--- src/rtl/piso_serializer.sv ---
// Parallel-to-serial transmitter with a one-word holding register; first bit on SOUT one enabled edge after accept.
// DIN_READY drops while a word is held; frames reload gaplessly from the holding register on the last slot.
module piso_serializer #(
  parameter int WIDTH = 4,
  parameter bit MSB_FIRST = 1'b0,
  localparam int CW = $clog2(WIDTH)
) (
  input  logic             CLK,
  input  logic             RST_N,
  input  logic             EN,
  input  logic [WIDTH-1:0] DIN,
  input  logic             DIN_VALID,
  output logic             DIN_READY,
  output logic             SOUT,
  output logic             SYNC,
  output logic             SVALID,
  output logic [CW-1:0]    BIT_IDX
);

  typedef enum logic {IDLE, SHIFT} state_t;

  state_t           state;
  logic             hold_full;
  logic [WIDTH-1:0] hold;
  logic [WIDTH-1:0] shreg;
  logic             last_slot;
  logic             do_load;

  function automatic logic first_bit(input logic [WIDTH-1:0] w);
    return MSB_FIRST ? w[WIDTH-1] : w[0];
  endfunction

  function automatic logic [WIDTH-1:0] advance(input logic [WIDTH-1:0] w);
    return MSB_FIRST ? (w << 1) : (w >> 1);
  endfunction

  assign DIN_READY = ~hold_full;
  assign last_slot = (BIT_IDX == CW'(WIDTH - 1));
  // A held word starts a frame from idle or directly after the last slot of the current one.
  assign do_load   = EN && hold_full && ((state == IDLE) || last_slot);

  always_ff @(posedge CLK or negedge RST_N) begin
    if (!RST_N) begin
      state     <= IDLE;
      hold_full <= 1'b0;
      hold      <= '0;
      shreg     <= '0;
      SOUT      <= 1'b0;
      SYNC      <= 1'b0;
      SVALID    <= 1'b0;
      BIT_IDX   <= '0;
    end else begin
      // The holding register is filled regardless of EN; it can only drain when the shifter loads.
      if (do_load) begin
        hold_full <= 1'b0;
      end else if (DIN_VALID && !hold_full) begin
        hold      <= DIN;
        hold_full <= 1'b1;
      end

      if (do_load) begin
        state   <= SHIFT;
        shreg   <= advance(hold);
        SOUT    <= first_bit(hold);
        SYNC    <= 1'b1;
        SVALID  <= 1'b1;
        BIT_IDX <= '0;
      end else if (EN && state == SHIFT) begin
        if (!last_slot) begin
          shreg   <= advance(shreg);
          SOUT    <= first_bit(shreg);
          SYNC    <= 1'b0;
          BIT_IDX <= BIT_IDX + CW'(1);
        end else begin
          state   <= IDLE;
          SOUT    <= 1'b0;
          SYNC    <= 1'b0;
          SVALID  <= 1'b0;
          BIT_IDX <= '0;
        end
      end
    end
  end

endmodule
--- config.mk ---
export PLATFORM = sky130hd
export DESIGN_NAME = piso_serializer
export DESIGN_NICKNAME = d
export VERILOG_FILES = /design/src/rtl/piso_serializer.sv
export SDC_FILE = /design/constraint.sdc
export NUM_CORES = 1
export LEC_CHECK = 0
export ABC_AREA = 1
export CAP_MARGIN = 5
export CORE_MARGIN = 5
export CORE_UTILIZATION = 45
export CTS_BUF_LIST = sky130_fd_sc_hd__clkbuf_2
export DETAILED_ROUTE_END_ITERATION = 7
export PLACE_DENSITY = 0.69
export SETUP_SLACK_MARGIN = 0.4
export SLEW_MARGIN = 0
export SYNTH_ARGS = -nofsm -noshare
export SYNTH_HDL_FRONTEND = slang
export SYNTH_SLANG_ARGS = --single-unit
--- constraint.sdc ---
create_clock -name CLK -period 1.6 [get_ports CLK]
set_input_delay 0.32 -clock CLK [delete_from_list [all_inputs] [get_ports CLK]]
set_output_delay 0.32 -clock CLK [all_outputs]
set_load 0.1 [all_outputs]
; ---- Word level (Yosys, flattened, before mapping)
; Index checks and enable logic that the tools add are counted.
[word_totals]
reg_bits = 14
in_bits = 8
out_inout_bits = 6
word_cells = 41
[classes]
addsub = 1
eq_ne = 2
n_mux = 16
bitwise_logic = 3
n_reduce_logical = 12
[ops]
columns = operator, n
row1 = 4-bit 2-to-1 mux, 3
row2 = 1-bit 2-to-1 mux, 10
row3 = 2-bit 2-to-1 mux, 3
row4 = 2-bit AND reduction, 3
row5 = 2-bit nonzero test, 3
row6 = 1-bit logical AND, 4
row7 = 1-bit NOT, 3
row8 = 2-bit by 1-bit adder with 2-bit output (second input constant), 1
row9 = 2-bit == test (second input constant), 1
row10 = 2-bit by 1-bit != test with 1-bit output (second input constant), 1
row11 = 1-bit logical NOT, 1
row12 = 1-bit logical OR, 1

; ---- Depth between registers and ports, before layout
; Gate-level depths: netlist of run 1.
[logic_depth]
word_depth = 5
mapped_depth = 7
mapped_depth_nobuf = 7

; ---- Worst setup path after synthesis of run 1
; Ideal clock, no wire load.
[synth_path]
kind = register to register
from = reg BIT_IDX[0]
to = reg hold_full
setup_time_ns = 0.153
arrival_time_ns = 1.618
required_time_ns = 1.447
path_slack_ns = -0.171
path_stages_with_launch = 7
n_path_buf = 0
synth_period_minus_slack_ns = 1.771
cell_sequence = dfrtp_1 > ha_1 > inv_1 > nand2_1 > nand2_4 > inv_2 > o21ai_2
[synth_via]
elab_chain_cells = 4
elab_cells_between_ends = 5
classes_between = eq/ne: 1 / mux: 1 / reduce/logical: 3
[synth_lines]
columns = element, line
row1 = from (decl), 17  ; output logic [CW-1:0] BIT_IDX
row2 = from (signal assigned), 73  ; BIT_IDX <= BIT_IDX + CW'(1);
row3 = 2-bit == test (*), 38  ; assign last_slot = (BIT_IDX == CW'(WIDTH - 1));
row4 = 1-bit logical OR (*), 40  ; assign do_load = EN && hold_full && ((state == IDLE) || last_slot);
row5 = 1-bit logical AND (*), 40
row6 = 1-bit 2-to-1 mux or 2-bit nonzero test (tied branches), --
row7 = to (signal assigned), 45  ; hold_full <= 1'b0;
row8 = to (signal assigned), 55  ; hold_full <= 1'b0;
row9 = to (signal assigned), 58  ; hold_full <= 1'b1;
row10 = to (decl), 23  ; logic hold_full;
; Mark *: on every way between the ends. The rest lies on a longest branch, timed or not.
; A chain may end at the register's enable or synchronous reset.

; ---- Worst setup path after layout of run 1
[layout_path]
from = reg BIT_IDX[1]
to = out BIT_IDX[1]
; No word-level cell between the ends.

==> out/metrics.yaml, run 1 <==
clock_power_share_pct: 7.3
power.switching_mw: 1.18
remaining_drc_errors: 0
ctsHoldBuffers: 0
worstMarginPinSlew_ns: 0.283
layout.nets: 105
row_count: 13
grt_pass1_vias: 505
cp_slowest_cell: "dfrtp_4"
grt_max_degree: 14
finalSetupViolCount: 0
grt_util_met2_pct: 21.4
final_cell_mix: "nand2_1 (13), buf_4 (9), dfrtp_1 (7)"
wire_per_inst_um: 12.7
syn_area_sq_um: 589
crit_required_ns: 1.28
peakVddDrop_uv: 1600
clock_skew_ns: 0.00776
holdCritPathClass: "in -> async"
grt_first_pass_wirelength_um: 2090
ant_nets: 0
grt-busiest-layer: "met2"
cts_tree: "done"
insertedDiodeCount: 0
worstReg2RegStart: "BIT_IDX[1]"
internal_power_mw: 1.15
cpLargestDelayFamily: "flip-flops"
fin_setup_tns_ns: 0
cellLeakagePower_nw: 0.490
p_per_area_mw_per_mm2: 2290
globalplace.congestion: 0.735
ys_types: 14
grt_overflow: 0
worstPathCellList: "buf_12"
power.share.switching_pct: 50.6
power_frac_comb_pct: 66.3
status: "completed"
worstPathArrival_ns: 0.98
cts_buffer_depth: 2
r2r-end: "SOUT"
reg2reg_slack_ns: 0.37
met3_usage_pct: 2.34
cts_sinks: 13
multi_input_comb_area_sq_um: 329
drtIter0Drc: 8
first_pass_iters: 2
drv_slew: 0
io_pins: 14
grt.met1_usage_pct: 17.8
max_slew_margin_pct: 81.1
portBuffers: 13
die-area_sq_mm: 0.00213
slowest_delay_ns: 0.53
fin_crit_sh_pct: 81.1
vias: 533
ff_latch_area_sq_um: 338
drt-total-wl_um: 1400
worstRegToRegCells: 7
numCtsBuffers: 3
grt_use_total_pct: 14.4
ys_seq_area_share_pct: 55.2
postSynthCellCount: 69
dpl_worst_slack_ns: 0.117
crit_path_end_kind: "output pin"
hold_violations: 0
max_freq_mhz: 771
hpwl_um: 911
ys_warn_count: 0
grt_antenna_before_repair: 0
routed_via_density: 4.85
h-tree-depth: 1
n_fill_cell: 78
drive_above_1_share_pct: 51.6
synth_nets: 78
drv_cap: 0
min_period_ns: 1.30
critPathLaunchType: "flop"
crit_path_max_fanout: 3
fp.dieW_um: 46.2
cts-root-buf: "clkbuf_2"
rsz0062_at_grt: "yes"
initial_core_util_pct: 46.4
fp.dieH_um: 46.2
area_growth_syn_to_layout_pct: 72.0
synth.avg_cell_area_sq_um: 8.54
clk_latency_ns: 0.27
path_class: "reg -> out"
clk_pin_slew_ns: 0.12
seq_power_share_pct: 26.3
timing.final.ws_setup_ns: 0.302
final_common_cell: "nand2_1"
core_area_sq_mm: 0.00127
worstPathBufferInverterCount: 1
synth-seq-cells: 13
[metrics by stage]
step | utilization, % | area (sq um) | std cells | hold slack, ns | power (mW)
final | 79.9 | 1010 | 110 | 0.327 | 2.32
after global placement | 66.9 | 848 | 98 | 0.465 | 1.85
after global routing | 79.9 | 1010 | 110 | 0.339 | 2.45
after detailed placement | 66.9 | 848 | 98 | 0.459 | 1.86
after CTS | 71.8 | 911 | 106 | 0.329 | 2.12
after floorplan | - | 632 | 69 | 0.0244 | 1.43
[power groups by stage]
stage,Sequential [mW],Combinational (mW),Clock [mW]
3_5_place_dp,0.634,1.23,0
6_report,0.611,1.54,0.170
3_3_place_gp,0.628,1.22,0
4_1_cts,0.606,1.34,0.175
2_1_floorplan,0.983,0.450,0
5_1_grt,0.632,1.62,0.191
[kinds of logic after synthesis]
| group | Yosys count | share of synthesized area [%] |
|---|---|---|
| AND/OR/NAND/NOR | 38 | 29.5 |
| flip-flops | 13 | 55.2 |
| buffers and inverters | 10 | 6.58 |
| AO/OA/AOI/OAI | 7 | 6.58 |
| adder cells (fa/ha/maj) | 1 | 2.12 |
[flip-flops by register name (all words and copies together) (netlist names)]
signal,cells
BIT_IDX,2
SOUT,1
SYNC,1
hold,4
hold_full,1
shreg,3
state,1
[what timing repair did]
action / in CTS / in global routing
gates resized for setup: 4 / 17
endpoints found under the setup margin: 9 / 12
pin swaps: 2 / 4
buffers inserted: 4 / 4
[synthesized netlist by cell type, drive strengths merged]
| cell type | count | area (sq um) |
|---|---|---|
| nand2 | 24 | 108 |
| dfrtp | 13 | 325 |
| nand3 | 11 | 55.1 |
| inv | 9 | 33.8 |
| o21ai | 4 | 23.8 |
| a21oi | 3 | 15.0 |
| nor2 | 3 | 11.3 |
| clkinv | 1 | 5.00 |
| ha | 1 | 12.5 |
[layout make-up]
cell class | count | area share (%)
inverter | 10 | 4.69
clock buffer | 4 | 1.98
sequential | 13 | 33.3
tap | 15 | 1.85
timing repair buffer | 22 | 25.7
multi-input combinational | 46 | 32.5
[worst max-delay path by stage]
stage / startpoint / endpoint / slack (ns) / depth (start not counted)
final: BIT_IDX[1] / BIT_IDX[1] / 0.30 / 1
after global routing: hold_full / DIN_READY / 0.25 / 2
after CTS: BIT_IDX[1] / BIT_IDX[1] / 0.29 / 1
after detailed placement: EN / SOUT / 0.12 / 7
after global placement: EN / SOUT / 0.14 / 5
after floorplan: hold_full / hold[0] / 0.24 / 4
[layer usage]
| metal | wire, um | vias up | part of all wire, % |
|---|---|---|---|
| met1 | 556 | 245 | 40 |
| li1 | - | 270 | - |
| met4 | 38 | 0 | 2.7 |
| met5 | 0 | - | 0 |
| met2 | 739 | 13 | 53 |
| met3 | 64 | 5 | 4.6 |
Note: power is estimated with default switching activity, not from simulation.
==> run 2, diff against run 1 <==
--- a/config.mk
+++ b/config.mk
@@ -8,10 +8,10 @@
 export ABC_AREA = 1
 export CAP_MARGIN = 5
 export CORE_MARGIN = 5
-export CORE_UTILIZATION = 45
+export CORE_UTILIZATION = 44
 export CTS_BUF_LIST = sky130_fd_sc_hd__clkbuf_2
 export DETAILED_ROUTE_END_ITERATION = 7
-export PLACE_DENSITY = 0.69
+export PLACE_DENSITY = 0.71
 export SETUP_SLACK_MARGIN = 0.4
 export SLEW_MARGIN = 0
 export SYNTH_ARGS = -nofsm -noshare
==> constraint.sdc (replaced) <==
create_clock -name CLK -period 1.1 [get_ports CLK]
set_input_delay 0.22 -clock CLK [delete_from_list [all_inputs] [get_ports CLK]]
set_output_delay 0.22 -clock CLK [all_outputs]
set_load 0.1 [all_outputs]
==> run 2 against run 1 <==
Compared with the run above:
- the run now ends with negative setup slack left
- clock-buffer cell count is the same
- register-to-register slack lost 0.48 ns
- die area grew 1.8%
- combinational power grew 62%
- flip-flop and latch count is the same
- sequential share of layout area shrank 2.0 points
- first-iteration DRC count shrank 38%
==> out/metrics.yaml, run 2 (synthesis results as in run 1) <==
rsz0062_at_grt: "yes"
remaining_drc_errors: 0  # unchanged
finalNonFillerCells: 114  # +3.6%
reg_top3: "hold x4, shreg x3, BIT_IDX x2"
clock_power_share_pct: 6.7  # -0.6 points
globalplace.congestion: 0.769  # +4.6%
ant_nets: 0  # unchanged
max_slew_margin_pct: 84.6  # +3.5 points
fin_hold_ws_ns: 0.252  # -0.0749 ns
drtIter0Drc: 5  # -3
timing.final.ws_setup_ns: -0.190  # -0.492 ns
row_count: 13  # unchanged
path_class: "reg -> out"
critPathLaunchType: "flop"
vias: 566  # +6.2%
numCtsBuffers: 3  # unchanged
fp.dieW_um: 46.6  # +0.88%
initial_core_util_pct: 45.9  # -0.59 points
status: "complete, but fails checks"
max_flop_register: "hold"
finalSetupViolCount: 13  # +13
seq_power_share_pct: 24.1  # -2.2 points
layout.nets: 109  # +3.8%
p_per_area_mw_per_mm2: 3300  # +44%
final_core_util_pct: 85.5  # +5.6 points
drv_slew: 0  # unchanged
crit_path_end_kind: "output pin"
grt_pass1_vias: 464  # -8.1%
clk_latency_ns: 0.27  # about the same
wire_per_inst_um: 13.4  # +5.4%
largest_reg_flops: 4  # unchanged
first_pass_iters: 6  # +4
worstPathArrival_ns: 1.07  # +0.09 ns
crit_path_max_fanout: 2  # -1
power.switching_mw: 1.79  # +52%
final_common_cell: "nand2_1"
worstMarginPinSlew_ns: 0.231  # -0.0523 ns
grt_overflow: 0  # unchanged
routed_via_density: 4.96  # +2.5%
violations: "negative setup slack"
power.share.switching_pct: 49.4  # -1.3 points
holdCritPathClass: "in -> async"
power_frac_comb_pct: 69.2  # +2.9 points
area_growth_syn_to_layout_pct: 86.4
reg2reg_slack_ns: -0.11  # -0.48 ns
max_freq_mhz: 775
core_area_sq_mm: 0.00128  # +1.3%
hpwl_um: 934  # +2.5%
peakVddDrop_uv: 2280  # +42%
portBuffers: 13  # unchanged
min_period_ns: 1.29
drive_above_1_share_pct: 53.5  # +2.0 points
fp.dieH_um: 46.6  # +0.88%
worstRegToRegCells: 7  # unchanged
cts-root-buf: "clkbuf_2"
h-tree-depth: 1  # unchanged
grt_first_pass_wirelength_um: 1970  # -5.9%
drt-total-wl_um: 1530  # +9.2%
final_cell_mix: "nand2_1 (15), dfrtp_1 (8), buf_4 (8), nand3_1 (7), clkdlybuf4s50_1 (7)"
clk_pin_slew_ns: 0.13  # about the same
io_pins: 14  # unchanged
grt_use_total_pct: 13.2  # -1.2 points
internal_power_mw: 1.83  # +60%
cts_sinks: 13  # unchanged
fin_setup_tns_ns: -1.36  # -1.36 ns
cellLeakagePower_nw: 0.504  # +2.8%
worstReg2RegStart: "BIT_IDX[0]"
cts_tree: "done"
drv_cap: 0  # unchanged
r2r-end: "shreg[2]"
hold_violations: 0  # unchanged
numPlacedInstances: 103  # +5.1%
clock_skew_ns: 0.0112  # +0.00348 ns
cts_buffer_depth: 2  # unchanged
insertedDiodeCount: 0  # unchanged
crit_required_ns: 0.88  # -0.40 ns
fin_crit_sh_pct: 117
grt_max_degree: 14  # unchanged
grt_antenna_before_repair: 0  # unchanged
die-area_sq_mm: 0.00217  # +1.8%
==> run 2: worst max path at each step <==
stage | end | start | slack [ns] | cells past startpoint
after floorplan | hold[0] | hold_full | -0.26 | 4
after global placement | SOUT | EN | -0.19 | 7
after detailed placement | SOUT | EN | -0.21 | 7
after CTS | BIT_IDX[1] | BIT_IDX[1] | -0.20 | 2
after global routing | BIT_IDX[0] | BIT_IDX[0] | -0.23 | 2
final | BIT_IDX[0] | BIT_IDX[0] | -0.19 | 2
==> run 2: worst max-delay path, stage by stage (launching register included) <==
cell and delay (ns):
dfrtp_4 0.52, buf_6 0.13, buf_12 0.15
==> run 2: repair_timing <==
| action | in CTS | in global routing |
|---|---|---|
| setup endpoints to repair | 19 | 19 |
| pin swaps | 6 | 3 |
| gates resized for setup | 12 | 18 |
| hold buffers | 0 | 0 |
| setup buffers | 4 | 3 |
| cloned | 0 | 0 |
==> run 2: through the flow <==
step / instance area [sq um] / total power [mW] / setup WS (ns)
after detailed placement: 901 / 2.85 / -0.208
after global routing: 1100 / 3.79 / -0.230
final: 1100 / 3.62 / -0.190
after floorplan: 647 / 2.13 / -0.259
after CTS: 997 / 3.32 / -0.197
after global placement: 901 / 2.82 / -0.186
==> run 2: power by group through the flow <==
stage               logic [mW]  registers (mW)  clock network, mW
floorplan                0.666            1.46                  0
CTS                       2.21           0.865              0.251
finish                    2.50           0.872              0.244
global route              2.61           0.891              0.280
global placement          1.95           0.869                  0
detailed placement        1.97           0.876                  0
==> run 2: area by class of cell <==
| type | instances | area, sq um |
|---|---|---|
| inverters | 10 | 51.3 |
| well taps | 15 | 18.8 |
| repair buffers | 26 | 307 |
| multi-input cells | 46 | 358 |
| clock buffers | 4 | 20.0 |
| flip-flops and latches | 13 | 344 |
| fillers | 68 | 186 |
==> run 2: layer usage <==
layer / wire length (um) / GRT usage (%)
met5: 0 / 0
met4: 15 / 5.11
met3: 96 / 2.34
met2: 859 / 25.3
met1: 555 / 13.8
